`src/rtl/sys_result_drain.sv`:
```
// sys_result_drain: captures an array result frame on done_in and streams it
// as header, big-endian result bytes and a mod-256 checksum over a valid/ready byte port.
module sys_result_drain #(
    parameter int          OUT_WIDTH   = 16,
    parameter int          NUM_RESULTS = 16,
    parameter logic [7:0]  HEADER      = 8'hA5
) (
    input  logic                             clk,
    input  logic                             reset,
    input  logic                             done_in,
    input  logic [NUM_RESULTS*OUT_WIDTH-1:0] c_flat,
    output logic [7:0]                       tx_data,
    output logic                             tx_valid,
    input  logic                             tx_ready,
    output logic                             busy,
    output logic                             frame_done,
    output logic                             overrun
);
    localparam int NB = NUM_RESULTS * OUT_WIDTH / 8;
    localparam int IW = $clog2(NB);
    localparam logic [IW-1:0] LAST = IW'(NB - 1);

    typedef enum logic [1:0] {ST_IDLE, ST_HDR, ST_DATA, ST_CSUM} state_t;

    state_t                           state_q, state_d;
    logic [NUM_RESULTS*OUT_WIDTH-1:0] buf_q, buf_d;
    logic [IW-1:0]                    idx_q, idx_d;
    logic [7:0]                       csum_q, csum_d;
    logic                             fd_q, fd_d;
    logic                             ov_q, ov_d;
    logic [7:0]                       data_byte;
    logic                             xfer, csum_xfer;

    // Even index is the high byte of a word, so the bit offset is 8*(idx^1).
    assign data_byte  = buf_q[{idx_q ^ IW'(1), 3'b000} +: 8];
    assign tx_valid   = state_q != ST_IDLE;
    assign busy       = state_q != ST_IDLE;
    assign xfer       = tx_valid && tx_ready;
    assign csum_xfer  = state_q == ST_CSUM && xfer;
    assign tx_data    = state_q == ST_HDR  ? HEADER :
                        state_q == ST_DATA ? data_byte :
                        state_q == ST_CSUM ? csum_q : 8'h00;
    assign frame_done = fd_q;
    assign overrun    = ov_q;

    always_comb begin
        state_d = state_q;
        buf_d   = buf_q;
        idx_d   = idx_q;
        csum_d  = csum_q;
        fd_d    = 1'b0;
        ov_d    = ov_q;
        case (state_q)
            ST_IDLE: if (done_in) begin
                buf_d   = c_flat;
                state_d = ST_HDR;
            end
            ST_HDR: if (xfer) state_d = ST_DATA;
            ST_DATA: if (xfer) begin
                csum_d  = csum_q + data_byte;
                idx_d   = idx_q == LAST ? '0 : idx_q + IW'(1);
                state_d = idx_q == LAST ? ST_CSUM : ST_DATA;
            end
            ST_CSUM: if (xfer) begin
                fd_d    = 1'b1;
                csum_d  = 8'h00;
                state_d = done_in ? ST_HDR : ST_IDLE;
                buf_d   = done_in ? c_flat : buf_q;
            end
            default: state_d = ST_IDLE;
        endcase
        // A strobe landing exactly on the checksum transfer is a back-to-back capture, not a drop.
        if (done_in && state_q != ST_IDLE && !csum_xfer)
            ov_d = 1'b1;
    end

    always_ff @(posedge clk) begin
        if (reset) begin
            state_q <= ST_IDLE;
            idx_q   <= '0;
            csum_q  <= 8'h00;
            fd_q    <= 1'b0;
            ov_q    <= 1'b0;
        end else begin
            state_q <= state_d;
            idx_q   <= idx_d;
            csum_q  <= csum_d;
            fd_q    <= fd_d;
            ov_q    <= ov_d;
        end
    end

    always_ff @(posedge clk) buf_q <= buf_d;
endmodule

```
`config.mk`:
```
export PLATFORM = sky130hd
export DESIGN_NAME = sys_result_drain
export DESIGN_NICKNAME = d
export VERILOG_FILES = /design/src/rtl/sys_result_drain.sv
export SDC_FILE = /design/constraint.sdc
export NUM_CORES = 1
export LEC_CHECK = 0
export BUFFER_PORTS_ARGS = -buffer_cell sky130_fd_sc_hd__buf_4
export CAP_MARGIN = 20
export CORE_ASPECT_RATIO = 1.1
export CORE_UTILIZATION = 32
export DETAILED_ROUTE_END_ITERATION = 7
export PLACE_DENSITY = 0.6
export SETUP_SLACK_MARGIN = 0.4
export SLEW_MARGIN = 0
export SYNTH_ARGS = -nofsm -noshare
export SYNTH_HDL_FRONTEND = slang
export SYNTH_SLANG_ARGS = --single-unit
```
`constraint.sdc`:
```
create_clock -name clk -period 15.4 [get_ports clk]
set_input_delay 0 -clock clk [delete_from_list [all_inputs] [get_ports clk]]
set_output_delay 0 -clock clk [all_outputs]
set_load 0.01 [all_outputs]
```
==> impl_metrics.py, run 1 <==
metrics = {
    "clock_tree": {
        "ctsHoldBuffers": 252,
        "cts_buffer_depth": 3,
        "cts_root_buf": "clkbuf_16",
        "cts_setup_buffers": 0,
        "h-tree-depth": 1,
        "numClockSinks": 273,
        "tritoncts.num_buffers": 29,
        "cts_resized": 0,
    },
    "synth": {
        "syn_area_per_cell_um2": 20.9,
        "syn_nets": 795,
        "yosysSeqAreaShare_pct": 73.7,
        "synthesis.area_mm2": 0.0109,
        "synth_warnings": 0,
        "postSynthCellCount": 521,
        "ys_types": 42,
        "ys_seq_elements": 273,
    },
    "die": {
        "die_y_um": 195,
        "start_util_pct": 32.6,
        "fp.dieW_um": 178,
        "row_count": 70,
        "num_io_pins": 272,
    },
    "status": {
        "lastStage": "clock tree synthesis (4_1_cts)",
        "status": "did not finish",
        "error": "[ERROR RSZ-0060] Max buffer count reached.",
    },
    "placed_design": {
        "dp.cells": 1203,
        "port_buffers": 271,
        "place_congestion": 0.728,
        "place_hpwl_mm": 18.4,
    },
}
==> logic make-up after synthesis <==
kind of cell | share of synthesized area (%)
flops | 73.7
mux | 17.7
simple gates | 2.71
compound gates | 2.44
buf+inv | 1.39
fa+ha+maj | 1.68
xor+xnor | 0.402
==> per-stage QoR <==
step / cell area, um2 / setup slack, ns / util, %
3_5_place_dp: 13400 / 10.35 / 40.2
3_3_place_gp: 13400 / 10.49 / 40.2
2_1_floorplan: 10900 / 2.22 / -
==> synthesized netlist by cell type <==
| cell type | instances | area share, % |
|---|---|---|
| edfxtp_1 | 256 | 71 |
| mux4_2 | 76 | 16 |
| nor2_1 | 30 | 1.0 |
| dfxtp_1 | 17 | 3.1 |
| clkbuf_1 | 16 | 0.55 |
| a21oi_1 | 14 | 0.64 |
| ha_1 | 13 | 1.5 |
| nand2_1 | 13 | 0.45 |
| mux2_2 | 9 | 0.93 |
| a22oi_1 | 5 | 0.34 |
| inv_1 | 5 | 0.17 |
| a211o_1 | 4 | 0.32 |
| buf_2 | 4 | 0.18 |
| buf_4 | 4 | 0.28 |
| nand3_1 | 4 | 0.18 |
| nor2b_1 | 4 | 0.23 |
| o21ai_0 | 4 | 0.18 |
| a31oi_1 | 3 | 0.17 |
| buf_1 | 3 | 0.10 |
| mux2i_1 | 3 | 0.28 |
| mux4_1 | 3 | 0.72 |
| nor3_1 | 3 | 0.14 |
| o21bai_1 | 3 | 0.21 |
| xnor2_1 | 3 | 0.24 |
| nand3b_1 | 2 | 0.14 |
| nand4_1 | 2 | 0.11 |
| or4_1 | 2 | 0.14 |
| xor2_1 | 2 | 0.16 |
| a2111oi_0 | 1 | 0.080 |
| a211oi_1 | 1 | 0.069 |
| a21o_1 | 1 | 0.069 |
| a221o_1 | 1 | 0.092 |
| and3_1 | 1 | 0.057 |
| and3b_1 | 1 | 0.080 |
| buf_6 | 1 | 0.10 |
| fa_1 | 1 | 0.18 |
| o211ai_1 | 1 | 0.069 |
| o21ai_1 | 1 | 0.046 |
| o22ai_1 | 1 | 0.057 |
| o41ai_1 | 1 | 0.080 |
| or3_1 | 1 | 0.057 |
| or4b_2 | 1 | 0.092 |
==> run 2, diff against run 1 <==
CORE_ASPECT_RATIO = unset   (was 1.1)
CORE_UTILIZATION = 20   (was 32)
PLACE_DENSITY = unset   (was 0.6)
PLACE_DENSITY_LB_ADDON = 0.15   (was unset)
SETUP_SLACK_MARGIN = unset   (was 0.4)
==> run 2 against run 1 <==
Against the previous run:
- the flow now finishes without violations
- area after synthesis unchanged
- synthesized cell count stayed put
==> impl_metrics.py, run 2 <==
metrics = {
    "die": {
        "row_count": 85,
        "coreArea_mm2": 0.0538,
        "start_util_pct": 20.2,
        "num_io_pins": 272,
        "fp.dieW_um": 235,
        "die_area_mm2": 0.0554,
        "die_y_um": 235,
    },
    "synth": {
        "synthesis.area_mm2": 0.0109,
        "synth_top_area_share_pct": 70.6,
        "syn_nets": 795,
        "ys.flop_type": "edfxtp_1",
        "ys_types": 42,
        "ys_top_cells_by_count": "edfxtp_1 (256), mux4_2 (76), nor2_1 (30)",
        "synth_area_leaders": "edfxtp_1 (71%), mux4_2 (16%), dfxtp_1 (3.1%)",
        "postSynthCellCount": 521,
        "syn_area_per_cell_um2": 20.9,
        "synth_largest_area_cell": "edfxtp_1",
        "synth_async_sr_flop_share_pct": 0,
        "yosysMostFrequentCell": "edfxtp_1",
        "ys_seq_elements": 273,
        "synth_warnings": 0,
        "yosysSeqAreaShare_pct": 73.7,
        "synth_edf_count": 256,
    },
    "layout": {
        "mostFrequentLayoutCells": "buf_4 (278), dlygate4sd3_1 (261), edfxtp_1 (256), mux4_2 (76), clkbuf_16 (37)",
        "drive_above_1_share_pct": 38.2,
        "top_regs": "buf_q: 256 flops, csum_q: 8 flops, idx_q: 5 flops",
        "area_delta_synth_final_pct": 61.0,
        "final_common_cell": "buf_4",
        "fin_nets": 1343,
        "largest_reg_flops": 256,
        "regMostFlops": "buf_q",
    },
    "timing": {
        "report.final.slew_viol_count": 0,
        "worst_slew_pin_slew_ns": 1.01,
        "fin_tns_setup_ns": 0,
        "hold_viol": 0,
        "finalCritPeriodShare_pct": 33.2,
        "rsz0062_at_grt": "false",
        "fmax_mhz": 196,
        "period_needed_ns": 5.11,
        "setup_viol": 0,
        "worst_slack_ns": 10.29,
        "finalClockSkew_ns": 0.0152,
        "slew_headroom_pct": 32.4,
    },
    "placed_design": {
        "place_hpwl_mm": 21.7,
        "dp_slack_ns": 10.19,
        "port_buffers": 271,
        "place_congestion": 0.697,
    },
    "power": {
        "power.share.combinational_pct": 19.8,
        "ir_drop_v": 0.0000554,
        "power_uw": 2430,
        "p_int_uw": 1810,
        "seq_power_share_pct": 45.8,
        "p_clk_share_pct": 34.4,
        "p_sw_share_pct": 25.7,
        "switching_power_uw": 625,
        "cellPowerDensity_mw_per_mm2": 139,
        "p_leak_uw": 0.00640,
    },
    "route": {
        "wl_mm": 32.8,
        "vias": 7015,
        "wire_per_inst_um": 18.3,
        "avgViaCountPerCell": 3.91,
        "drc_errors": 0,
        "ant_nets": 0,
        "first_pass_iters": 4,
        "drtIter0Drc": 402,
    },
    "critical_path": {
        "critical-path-top-delay-family": "multiplexers",
        "path_buf_inv": 1,
        "cp-end-kind": "register",
        "cp_cell_sequence": "buf_4 > mux4_2 > mux4_2 > mux2_2 > ha_1 > a21oi_1 > o21ai_0 > a2111oi_0 > o211ai_1 > mux2_2 > nand4_1",
        "critPathMaxFanout": 34,
        "slowest_delay_ns": 0.87,
        "arrival_ns": 5.58,
        "worstSetupPathType": "reg -> reg",
        "worst_setup_path_start_kind": "register",
        "slowest_stage": "dfxtp_4",
        "worstPathRequired_ns": 15.87,
    },
    "clock_tree": {
        "tritoncts.num_buffers": 34,
        "cts_root_buf": "clkbuf_16",
        "insertion_delay_ns": 0.53,
        "cts_buffer_depth": 3,
        "h-tree-depth": 2,
        "clk_pin_slew_ns": 0.06,
        "numClockSinks": 273,
        "cts_tree": "done",
    },
    "global_routing": {
        "first_global_vias": 7703,
        "grt_usage_pct": 11.9,
        "antenna_found_initial": 2,
        "grt_max_degree": 81,
        "grt_pass1_wl_mm": 48.5,
        "grt-ovfl-total": 0,
    },
    "hold_path": {
        "hp-class": "in -> reg",
    },
    "status": {
        "status": "complete, no violations",
    },
    "job": {
        "drv_cap": 0,
    },
}
-- run 2: cell counts after synthesis --
No cell type changed its count.
-- run 2: routing by layer --
metal  up-vias  GRT usage (%)  wire length (um)
met5         -              0                 0
met4         0           3.37               629
met3        39           2.67              1490
met2       190           19.4             15700
met1      3505           15.8             14900
li1       3281              -                 -
-- run 2: through the flow --
stage | instance area [um2] | hold slack, ns | cells | util, %
6_report | 17500 | 0.182 | 1794 | 32.6
3_3_place_gp | 13700 | 0.179 | 1467 | 25.5
5_1_grt | 17500 | 0.153 | 1793 | 32.6
2_1_floorplan | 10900 | 0.0989 | 521 | -
4_1_cts | 17500 | 0.137 | 1791 | 32.6
3_5_place_dp | 13700 | 0.179 | 1468 | 25.5
-- run 2: cells by family (layout without fill, tap and decap cells) --
kind of cell	after synthesis	after routing	share of synthesized area [%]
adder cells (fa/ha/maj)	14	14	1.68
other	0	3	0
AND/OR/NAND/NOR	64	64	2.71
XOR/XNOR	5	5	0.402
flip-flops	273	273	73.7
AO/OA/AOI/OAI	41	41	2.44
buffers and inverters	33	607	1.39
multiplexers	91	91	17.7
-- run 2: final cells by class --
| cell class | instances | area [um2] |
|---|---|---|
| Fill cell | 5305 | 36300 |
| Multi-Input combinational cell | 215 | 2720 |
| Clock buffer | 44 | 952 |
| Tap cell | 696 | 871 |
| Sequential cell | 273 | 8040 |
| Antenna cell | 3 | 7.51 |
| Inverter | 5 | 18.8 |
| Clock inverter | 18 | 213 |
| Timing Repair Buffer | 540 | 4720 |
-- run 2: worst register-to-register path, stage by stage, from the launching register on --
cell	delay, ns
dfxtp_4	0.87
buf_4	0.69
mux4_2	0.59
mux4_2	0.54
mux2_2	0.33
ha_1	0.28
a21oi_1	0.18
o21ai_0	0.14
a2111oi_0	0.86
o211ai_1	0.20
mux2_2	0.31
nand4_1	0.08
-- run 2: power groups by stage --
stage / logic (uW) / registers, uW / clock network, uW
global route: 524 / 1140 / 899
global placement: 432 / 1140 / 0
finish: 483 / 1110 / 837
floorplan: 256 / 1210 / 0
CTS: 496 / 1120 / 873
detailed placement: 437 / 1130 / 0
-- run 2: path summary, 6_finish.rpt --
check	from	end	slack, ns	depth (start not counted)
worst max register to register	idx_q[0]$_SDFFE_PP0P_	csum_q[7]$_SDFFE_PP0P_	10.29	11
worst min register to register	csum_q[6]$_SDFFE_PP0P_	csum_q[6]$_SDFFE_PP0P_	0.51	2
worst max-delay path	idx_q[0]$_SDFFE_PP0P_	csum_q[7]$_SDFFE_PP0P_	10.29	11
worst min-delay path	c_flat[174]	buf_q[174]$_DFFE_PP_	0.18	2
-- run 2: what timing repair did --
action,CTS,global route
endpoints found under the hold margin,281,0
buffers inserted,0,0
gates resized for setup,0,0
hold buffers,261,0
(Power assumes the default switching activity.)
